==> src/rtl/clk_divider_bank.sv <==
// -----------------------------------------------------------------------------
// clk_divider_bank
//   A bank of CHANNELS independent clock dividers. Each divide ratio can be
//   changed at run time through a valid/ready config port. A new ratio is held
//   in a per-channel shadow register and only takes effect at a period
//   boundary, so the divided clocks never glitch.
//
//   Optional feature: define CLKDIV_SYNC_EN to add the `sync` input. It
//   restarts all running channels together, phase aligned, and applies any
//   pending divisors. Without the macro, channels are aligned only by reset.
//
// Ports
//   I_CLK      in   1         system clock, rising edge
//   rst_n      in   1         asynchronous reset, active low
//   cfg_valid  in   1         config write request
//   cfg_ready  out  1         config slot free for cfg_chan (combinational)
//   cfg_chan   in   CHAN_W    target channel (>= CHANNELS: write is dropped)
//   cfg_div    in   WIDTH     new divisor N (0 = stop, 1 behaves as 2)
//   O_CLK      out  CHANNELS  divided clock level, bit c = channel c
//   O_TICK     out  CHANNELS  one-cycle strobe in the first cycle of a period
//   busy       out  CHANNELS  channel has a divisor waiting to be applied
//   sync       in   1         (CLKDIV_SYNC_EN only) restart all channels
// -----------------------------------------------------------------------------
module clk_divider_bank #(
  parameter int CHANNELS    = 4,
  parameter int WIDTH       = 16,
  parameter int DEFAULT_DIV = 2,
  localparam int CHAN_W     = (CHANNELS > 1) ? $clog2(CHANNELS) : 1
) (
  input  logic                I_CLK,
  input  logic                rst_n,
  input  logic                cfg_valid,
  output logic                cfg_ready,
  input  logic [CHAN_W-1:0]   cfg_chan,
  input  logic [WIDTH-1:0]    cfg_div,
  output logic [CHANNELS-1:0] O_CLK,
  output logic [CHANNELS-1:0] O_TICK,
  output logic [CHANNELS-1:0] busy
`ifdef CLKDIV_SYNC_EN
  ,
  input  logic                sync
`endif
);

  localparam logic [WIDTH-1:0] ONE     = WIDTH'(1);
  localparam logic [WIDTH-1:0] TWO     = WIDTH'(2);
  localparam logic [WIDTH-1:0] RST_DIV = WIDTH'(DEFAULT_DIV);
  // Reset parks each channel on the last count of its period so that the
  // first edge after release starts a fresh period on every running channel.
  localparam logic [WIDTH-1:0] RST_CNT = (DEFAULT_DIV > 0) ? WIDTH'(DEFAULT_DIV - 1) : '0;

  logic sync_i;
  logic chan_ok;

`ifdef CLKDIV_SYNC_EN
  assign sync_i = sync;
`else
  assign sync_i = 1'b0;
`endif

  // Out-of-range channel numbers always look ready and are silently dropped.
  assign chan_ok = (int'(cfg_chan) < CHANNELS);

  always_comb begin
    cfg_ready = 1'b1;
    if (chan_ok) begin
      cfg_ready = ~busy[cfg_chan];
    end
  end

  genvar gi;
  generate
    for (gi = 0; gi < CHANNELS; gi++) begin : g_chan
      logic [WIDTH-1:0] div_q, div_d;
      logic [WIDTH-1:0] cnt_q, cnt_d;
      logic [WIDTH-1:0] shadow_q, shadow_d;
      logic             pend_q, pend_d;
      logic             clk_q, clk_d;
      logic             tick_q, tick_d;
      logic             wr_hit;
      logic             boundary;
      logic             apply;
      logic [WIDTH-1:0] new_div;
      logic [WIDTH-1:0] eff_div;
      logic [WIDTH-1:0] cnt_inc;

      assign wr_hit = cfg_valid && cfg_ready && chan_ok && (int'(cfg_chan) == gi);

      always_comb begin
        new_div  = (shadow_q == ONE) ? TWO : shadow_q;
        // A stopped channel sits on a boundary every cycle, so a pending
        // divisor is picked up on the very next edge.
        boundary = (div_q == '0) || (cnt_q == (div_q - ONE)) || sync_i;
        apply    = boundary && pend_q;
        eff_div  = apply ? new_div : div_q;
        cnt_inc  = cnt_q + ONE;

        div_d    = eff_div;
        shadow_d = wr_hit ? cfg_div : shadow_q;
        // A write can only be accepted while nothing is pending, so the set
        // and clear of pend never coincide.
        pend_d   = wr_hit ? 1'b1 : (apply ? 1'b0 : pend_q);
        cnt_d    = cnt_q;
        clk_d    = 1'b0;
        tick_d   = 1'b0;

        if (eff_div == '0) begin
          // Stopped: count frozen, outputs parked low.
          cnt_d = cnt_q;
        end else if ((div_q == '0) && !sync_i) begin
          // Waking up from stop: park on end-of-period for one cycle, the
          // following edge starts the first period.
          cnt_d = eff_div - ONE;
        end else if (boundary) begin
          cnt_d  = '0;
          clk_d  = ((eff_div >> 1) != '0);
          tick_d = 1'b1;
        end else begin
          cnt_d = cnt_inc;
          clk_d = (cnt_inc < (div_q >> 1));
        end
      end

      always_ff @(posedge I_CLK or negedge rst_n) begin
        if (!rst_n) begin
          div_q    <= RST_DIV;
          cnt_q    <= RST_CNT;
          shadow_q <= '0;
          pend_q   <= 1'b0;
          clk_q    <= 1'b0;
          tick_q   <= 1'b0;
        end else begin
          div_q    <= div_d;
          cnt_q    <= cnt_d;
          shadow_q <= shadow_d;
          pend_q   <= pend_d;
          clk_q    <= clk_d;
          tick_q   <= tick_d;
        end
      end

      assign O_CLK[gi]  = clk_q;
      assign O_TICK[gi] = tick_q;
      assign busy[gi]   = pend_q;
    end
  endgenerate

endmodule

==> config.mk <==
export PLATFORM = sky130hd
export DESIGN_NAME = clk_divider_bank
export DESIGN_NICKNAME = d
export VERILOG_FILES = /design/src/rtl/clk_divider_bank.sv
export SDC_FILE = /design/constraint.sdc
export NUM_CORES = 1
export LEC_CHECK = 0
export BUFFER_PORTS_ARGS = -buffer_cell sky130_fd_sc_hd__buf_2
export CAP_MARGIN = 20
export CORE_ASPECT_RATIO = 2
export CORE_UTILIZATION = 43
export CTS_CLUSTER_SIZE = 10
export DETAILED_ROUTE_END_ITERATION = 6
export GPL_TIMING_DRIVEN = 0
export PLACE_DENSITY = 0.58
export SLEW_MARGIN = 20
export SYNTH_ARGS = -nofsm -noshare
export SYNTH_HDL_FRONTEND = slang
export SYNTH_SLANG_ARGS = --single-unit
==> constraint.sdc <==
create_clock -name I_CLK -period 14.95 [get_ports I_CLK]
set_input_delay 2.99 -clock I_CLK [delete_from_list [all_inputs] [get_ports I_CLK]]
set_output_delay 2.99 -clock I_CLK [all_outputs]
set_load 0.01 [all_outputs]
==> results of run 1 <==
cell families after synthesis:
| group | Yosys count | share of synthesized area |
|---|---|---|
| simple gates | 600 | 0.209 |
| fa+ha+maj | 71 | 0.0567 |
| mux | 118 | 0.0841 |
| buf+inv | 216 | 0.0556 |
| compound gates | 397 | 0.165 |
| flops | 204 | 0.326 |
| xor+xnor | 182 | 0.103 |
synthesized netlist by cell type (all sizes together), types with 8 or more instances:
| cell | number | share of area |
|---|---|---|
| dfrtp | 196 | 0.31 |
| o21ai | 126 | 0.040 |
| xnor2 | 117 | 0.065 |
| nor2 | 112 | 0.027 |
| inv | 105 | 0.025 |
| nand2 | 99 | 0.024 |
| mux2 | 96 | 0.069 |
| clkbuf | 86 | 0.021 |
| nor3 | 81 | 0.027 |
| a21oi | 76 | 0.024 |
| ha | 71 | 0.057 |
| nand3 | 65 | 0.021 |
| xor2 | 64 | 0.036 |
| nor4 | 43 | 0.019 |
| and3 | 39 | 0.016 |
| a31oi | 28 | 0.011 |
| buf | 25 | 0.0098 |
| or3 | 24 | 0.0096 |
| mux2i | 21 | 0.013 |
| nand2b | 21 | 0.0084 |
| or4 | 20 | 0.010 |
| o21a | 19 | 0.0091 |
| nand4 | 18 | 0.0072 |
| a21o | 17 | 0.0082 |
| nor3b | 15 | 0.0079 |
| a22o | 13 | 0.0073 |
| o31ai | 12 | 0.0058 |
| nor4b | 11 | 0.0071 |
| a22oi | 10 | 0.0048 |
| nor2b | 10 | 0.0040 |
| and2 | 8 | 0.0032 |
| dfstp | 8 | 0.013 |
| o211ai | 8 | 0.0042 |
| or2 | 8 | 0.0034 |
through the flow:
stage	total power, mW	hold slack, ps
after floorplan	2.76	481
after global placement	3.39	505
after detailed placement	3.43	525
after CTS	4.01	529
after global routing	4.33	555
final	4.01	525
flip-flops by register name (all words and copies together), names as in the netlist:
name / flops
g_chan.shadow_q: 64
g_chan.tick_q: 4
g_chan.cnt_q: 64
g_chan.div_q: 64
g_chan.pend_q: 4
g_chan.clk_q: 4
worst max-delay path: stages, from the launching register on:
cell	delay, ps
dfrtp_1	350
buf_2	180
or4_1	550
nor3_1	740
xnor2_1	180
mux2i_1	230
nor4_1	450
a21oi_1	190
nor2_1	520
clkbuf_1	450
o21ai_1	230
inv_1	100
ha_1	260
inv_1	120
or3_1	490
nor4_1	530
nand3_1	190
inv_1	200
mux2_2	360
clkbuf_1	400
o21ai_1	140
layer usage:
layer,global-route usage,vias to the layer above,wire (um)
met3,0.0253,185,1570
li1,-,6601,-
met2,0.519,375,27200
met5,0,-,0
met1,0.290,6809,18000
met4,0.199,0,3890
area by class of cell:
type	count	area (um2)
timing repair buffer	35	230
clock inverter	2	13.8
tap	450	563
multi-input combinational	1368	9710
buffer	111	477
clock buffer	35	673
inverter	105	394
sequential	204	5110
fill	3529	18600
power breakdown:
group | switching [mW] | internal (mW) | leakage (nW)
sequential | 0.325 | 0.814 | 2.52
combinational | 1.34 | 0.981 | 4.32
clock | 0.240 | 0.308 | 0.334
worst paths after layout:
kind | from | end | slack [ps] | cells after the start
max in group asynchronous | rst_n | g_chan[1].cnt_q[0]$_DFFE_PN1P_ | 11410 | 3
hold reg to reg | g_chan[3].cnt_q[0]$_DFFE_PN1P_ | g_chan[3].cnt_q[0]$_DFFE_PN1P_ | 530 | 2
setup reg to reg | g_chan[1].div_q[2]$_DFF_PN0_ | g_chan[1].cnt_q[6]$_DFFE_PN0P_ | 7950 | 20
setup / recovery | g_chan[1].div_q[2]$_DFF_PN0_ | g_chan[1].cnt_q[6]$_DFFE_PN0P_ | 7950 | 20
min in group asynchronous | rst_n | g_chan[3].cnt_q[1]$_DFFE_PN0P_ | 2380 | 1
hold / removal | g_chan[3].cnt_q[0]$_DFFE_PN1P_ | g_chan[3].cnt_q[0]$_DFFE_PN1P_ | 530 | 2
==> results by group, run 1 <==
Run status
  • Outcome: completed

STA
  • Max Freq: 143 MHz
  • Final period utilization: 0.468
  • Final slew viol count: 0
  • Setup TNS: 0 ps
  • Slew @ Worst Pin: 976 ps
  • RSZ-0062 raised after global routing: false
  • Clock Skew: 14.9 ps
  • Crit path time final: 7000 ps
  • Final setup margin: 7950 ps
  • Final Hold Vio Count: 0
  • Final setup viols: 0
  • Relative slew slack: 0.346

Floorplanning
  • Die X: 137 um
  • Total die area: 37,200 um2
  • Row Count: 98
  • Die H: 272 um
  • Ports: 34
  • Initial Utilization: 0.438
  • Core area: 35,800 um2

Global route
  • First-pass GRT wire length: 79,900 um
  • Grt ovf: 0
  • Pin count of the biggest net entering global routing: 77
  • All-layer global routing usage: 0.281
  • Initial antenna violation count: 0
  • Vias in the first global route: 14.5k

Detailed routing
  • Drt total wl: 50,600 um
  • DRT antenna net count: 0
  • Via count: 14.0k
  • DRC: 0
  • DRT Pass-1 Iters: 5
  • Via density: 6.05
  • WL per Instance: 21.9 um
  • DRT iter0 DRCs: 901

Final layout
  • # diodes: 0
  • Nets: 1,942
  • Fin util: 0.480
  • Post-route cell area: 17,200 um2
  • Final std cells w/o fill: 2,310
  • Most frequent cells in the layout: dfrtp_1 (196), xnor2_1 (117), nor2_1 (112), inv_1 (105), nand2_1 (98)
  • Share of cells above drive strength 1: 0.119
  • Most common cell after layout, fill and taps aside: dfrtp_1
  • P&R area growth vs syn: 9.62%

Place
  • Detailed placement HPWL: 39,400 um
  • GP Congestion: 0.943
  • IO Port Bufs: 33
  • Worst slack, placed: 8050 ps
  • # placed instances: 2,273
  • Placed Instance Area: 16,500 um2

Clocking
  • Post-CTS setup repair buffer count: 0
  • Root Driver: clkbuf_16
  • Sink Count: 204
  • CTS tree: built
  • Cts bufs inserted: 25
  • Post_cts resized: 0
  • Clk Latency, worst-skew pair: 550 ps
  • CTS Buffer Depth: 3
  • H-tree levels: 1
  • CTS Hold Buffers Added: 0
  • Clock Pin Slew Worst Setup and Hold Paths: 50 ps

Synthesis
  • Post-synth EDFFs: 0
  • Syn Inst Count: 1,788
  • Register area share after synthesis: 0.326
  • Primary FF master, synth: dfrtp_1
  • Distinct cells, synth: 92
  • Syn_nets: 1,880
  • Synth Register Bits: 204
  • Avg Synthesized Cell Area: 8.76 um2
  • Synthesized area: 15,700 um2
  • Async S/R FF share, synth: 1.00
  • Yosys warns: 0

Critical path
  • Worst Setup End Kind: register
  • Critical path launch point type: register
  • Crit-path max FO: 10
  • CP arrival: 7400 ps
  • WS Path Type: register to register
  • WP data required: 15,350 ps

Power
  • Worst vdd ir: 120 uV
  • Leakage: 7.17 nW
  • Cell Pwr Density: 234 nW/um2

Flow run
  • Max-Cap Viols: 0

Hold path
  • Worst hold-check path type: register to register
Note: power is estimated with default switching activity, not from simulation.
==> run 2, diff against run 1 <==
- PLACE_DENSITY: 0.58 -> 0.6
- clock period: 14.95 -> 5.6 ns (I/O delays scaled with it)
==> run 2 against run 1 <==
  * Non-clock buffer count grew 7
  * Flip-flop and latch count did not move
  * Setup slack lost 7700 ps
  * Global-route usage fell by 0.36 points
  * Highest routed layer unchanged
  * Sequential power rose to 2.7 times the previous value
  * Clock power rose to 2.7 times the previous value
  * Register-to-register slack worse by 7700 ps
  * Total power grew to 2.7 times the previous value
  * Via count rose by 0.86%
  * Critical endpoint is now g_chan[0].cnt_q[10]$_DFFE_PN0P_
  * Critical path type unchanged
  * Utilization is 0.68 points higher
==> results by group, run 2 (synthesis gave the netlist of run 1 again) <==
STA
  • Crit path time final: 5340 ps
  • RSZ-0062 raised after global routing: false
  • Max Freq: 187 MHz
  • Final setup margin: 255 ps
  • Final period utilization: 0.954
  • Final setup viols: 0
  • Clock Skew: 12.3 ps
  • Min Hold Slack: 492 ps
  • Setup TNS: 0 ps
  • Relative slew slack: 0.388
  • Final slew viol count: 0
  • Final Hold Vio Count: 0
  • Slew @ Worst Pin: 914 ps

Floorplanning
  • Row Count: 98
  • Core area: 35,800 um2
  • Initial Utilization: 0.438
  • Ports: 34
  • Die X: 137 um
  • Total die area: 37,200 um2
  • Die H: 272 um

Final layout
  • P&R area growth vs syn: 11.2%
  • Post-route cell area: 17,400 um2
  • Most common cell after layout, fill and taps aside: dfrtp_1
  • Most frequent cells in the layout: dfrtp_1 (195), xnor2_1 (117), nor2_1 (111), inv_1 (103), nand2_1 (97)
  • Multi-input gate area: 9850 um2
  • Final std cells w/o fill: 2,321
  • FF+latch area: 5120 um2
  • Nets: 1,948
  • # diodes: 0
  • Largest registers: g_chan.cnt_q (64), g_chan.div_q (64), g_chan.shadow_q (64)
  • Fillers: 3,520
  • Share of cells above drive strength 1: 0.142

Flow run
  • Max-Cap Viols: 0

Detailed routing
  • DRT antenna net count: 0
  • DRT Pass-1 Iters: 5
  • Drt total wl: 50,500 um
  • DRT iter0 DRCs: 871
  • Metal-1 WL: 17,700 um
  • WL per Instance: 21.8 um
  • Via count: 14.1k
  • WL met2: 26,900 um
  • DRC: 0
  • WL met3: 1760 um
  • Top routing layer in use: met4
  • Via density: 6.07

Critical path
  • Critical-path cell list: inv_1, ha_1, nor4b_1, a2111oi_0, a221oi_1, nor4_2, a31oi_2, buf_6, a21oi_2, ha_2, nand3_1, nor3_2, nand2_1, mux2_2, or4_1, clkbuf_1, buf_2, a22oi_1, o21ai_1
  • Critical path launch point type: register
  • Crit-path max FO: 19
  • Reg2Reg Setup Slack: 260 ps
  • CP max stage delay: 620 ps
  • Worst Setup End Kind: register
  • CP arrival: 5740 ps
  • WP data required: 5990 ps
  • WS Path Type: register to register
  • CP max stage cell: dfstp_2

Clocking
  • Clock Pin Slew Worst Setup and Hold Paths: 60 ps
  • Root Driver: clkbuf_16
  • CTS Buffer Depth: 3
  • Clk Latency, worst-skew pair: 540 ps
  • H-tree levels: 1
  • Cts bufs inserted: 24
  • CTS tree: built
  • Sink Count: 204

Place
  • Worst slack, placed: -984 ps
  • IO Port Bufs: 33
  • Detailed placement HPWL: 39,000 um
  • # placed instances: 2,274
  • GP Congestion: 0.969
  • Placed Instance Area: 16,500 um2

Global route
  • All-layer global routing usage: 0.277
  • First-pass GRT wire length: 79,100 um
  • Pin count of the biggest net entering global routing: 84
  • Initial antenna violation count: 0
  • Vias in the first global route: 14.1k
  • Grt ovf: 0

Hold path
  • Worst hold-check path type: primary input to asynchronous set/reset pin

Run status
  • Outcome: completed

Power
  • Worst vdd ir: 275 uV
  • Cell Pwr Density: 621 nW/um2
  • Leakage: 7.27 nW
==> run 2: changes by cell type in the layout (fill, tap and decap cells not counted), sizes merged <==
cell	previous run	this run
inv	106	105
buf	60	72
==> run 2: per-stage QoR <==
step | util | power [mW]
3_3_place_gp | 0.458 | 8.99
4_1_cts | 0.483 | 10.7
6_report | 0.486 | 10.8
5_1_grt | 0.486 | 11.6
2_1_floorplan | - | 7.36
3_5_place_dp | 0.461 | 9.12
==> run 2: final cells by class <==
type | count | area share
Buffer | 106 | 0.0277
Inverter | 105 | 0.0228
Tap cell | 450 | 0.0323
Clock inverter | 1 | 0.000287
Timing Repair Buffer | 47 | 0.0184
Multi-Input combinational cell | 1368 | 0.566
Sequential cell | 204 | 0.294
Clock buffer | 40 | 0.0391
==> run 2: critical path, delay by kind of cell, from the launching register on <==
family          cells  cell delay [ps]
fa+ha+maj           2              590
buf+inv             4              840
compound gates      6             1290
simple gates        6             1510
mux                 1              340
flops               1              620
==> run 2: routing by layer <==
metal | up-vias | track usage
li1 | 6599 | -
met1 | 6832 | 0.284
met2 | 452 | 0.511
met3 | 207 | 0.0231
met4 | 0 | 0.208
met5 | - | 0
==> run 2: power by group <==
part	switching [mW]	internal (mW)	total (mW)	leakage [nW]
logic	3.61	2.70	6.30	4.42
registers	0.887	2.17	3.06	2.52
clock network	0.636	0.821	1.46	0.330
==> run 2: final timing paths <==
path                       depth (start not counted)                            from                              end
max reg2reg                                       19    g_chan[0].div_q[1]$_DFF_PN1_  g_chan[0].cnt_q[10]$_DFFE_PN0P_
max                                               19    g_chan[0].div_q[1]$_DFF_PN1_  g_chan[0].cnt_q[10]$_DFFE_PN0P_
max in group asynchronous                          2                           rst_n   g_chan[0].cnt_q[0]$_DFFE_PN1P_
min                                                1                           rst_n       g_chan[3].tick_q$_DFF_PN0_
min in group I_CLK                                 2  g_chan[3].cnt_q[0]$_DFFE_PN1P_   g_chan[3].cnt_q[0]$_DFFE_PN1P_
min reg2reg                                        2  g_chan[3].cnt_q[0]$_DFFE_PN1P_   g_chan[3].cnt_q[0]$_DFFE_PN1P_
==> run 2: timing repair <==
action                                  4_1_cts  5_1_grt
resized for setup                            28       22
buffers inserted                              3        8
pin swaps                                     2        6
gates cloned                                  0        0
endpoints found under the setup margin       54       58
hold buffers                                  0        0
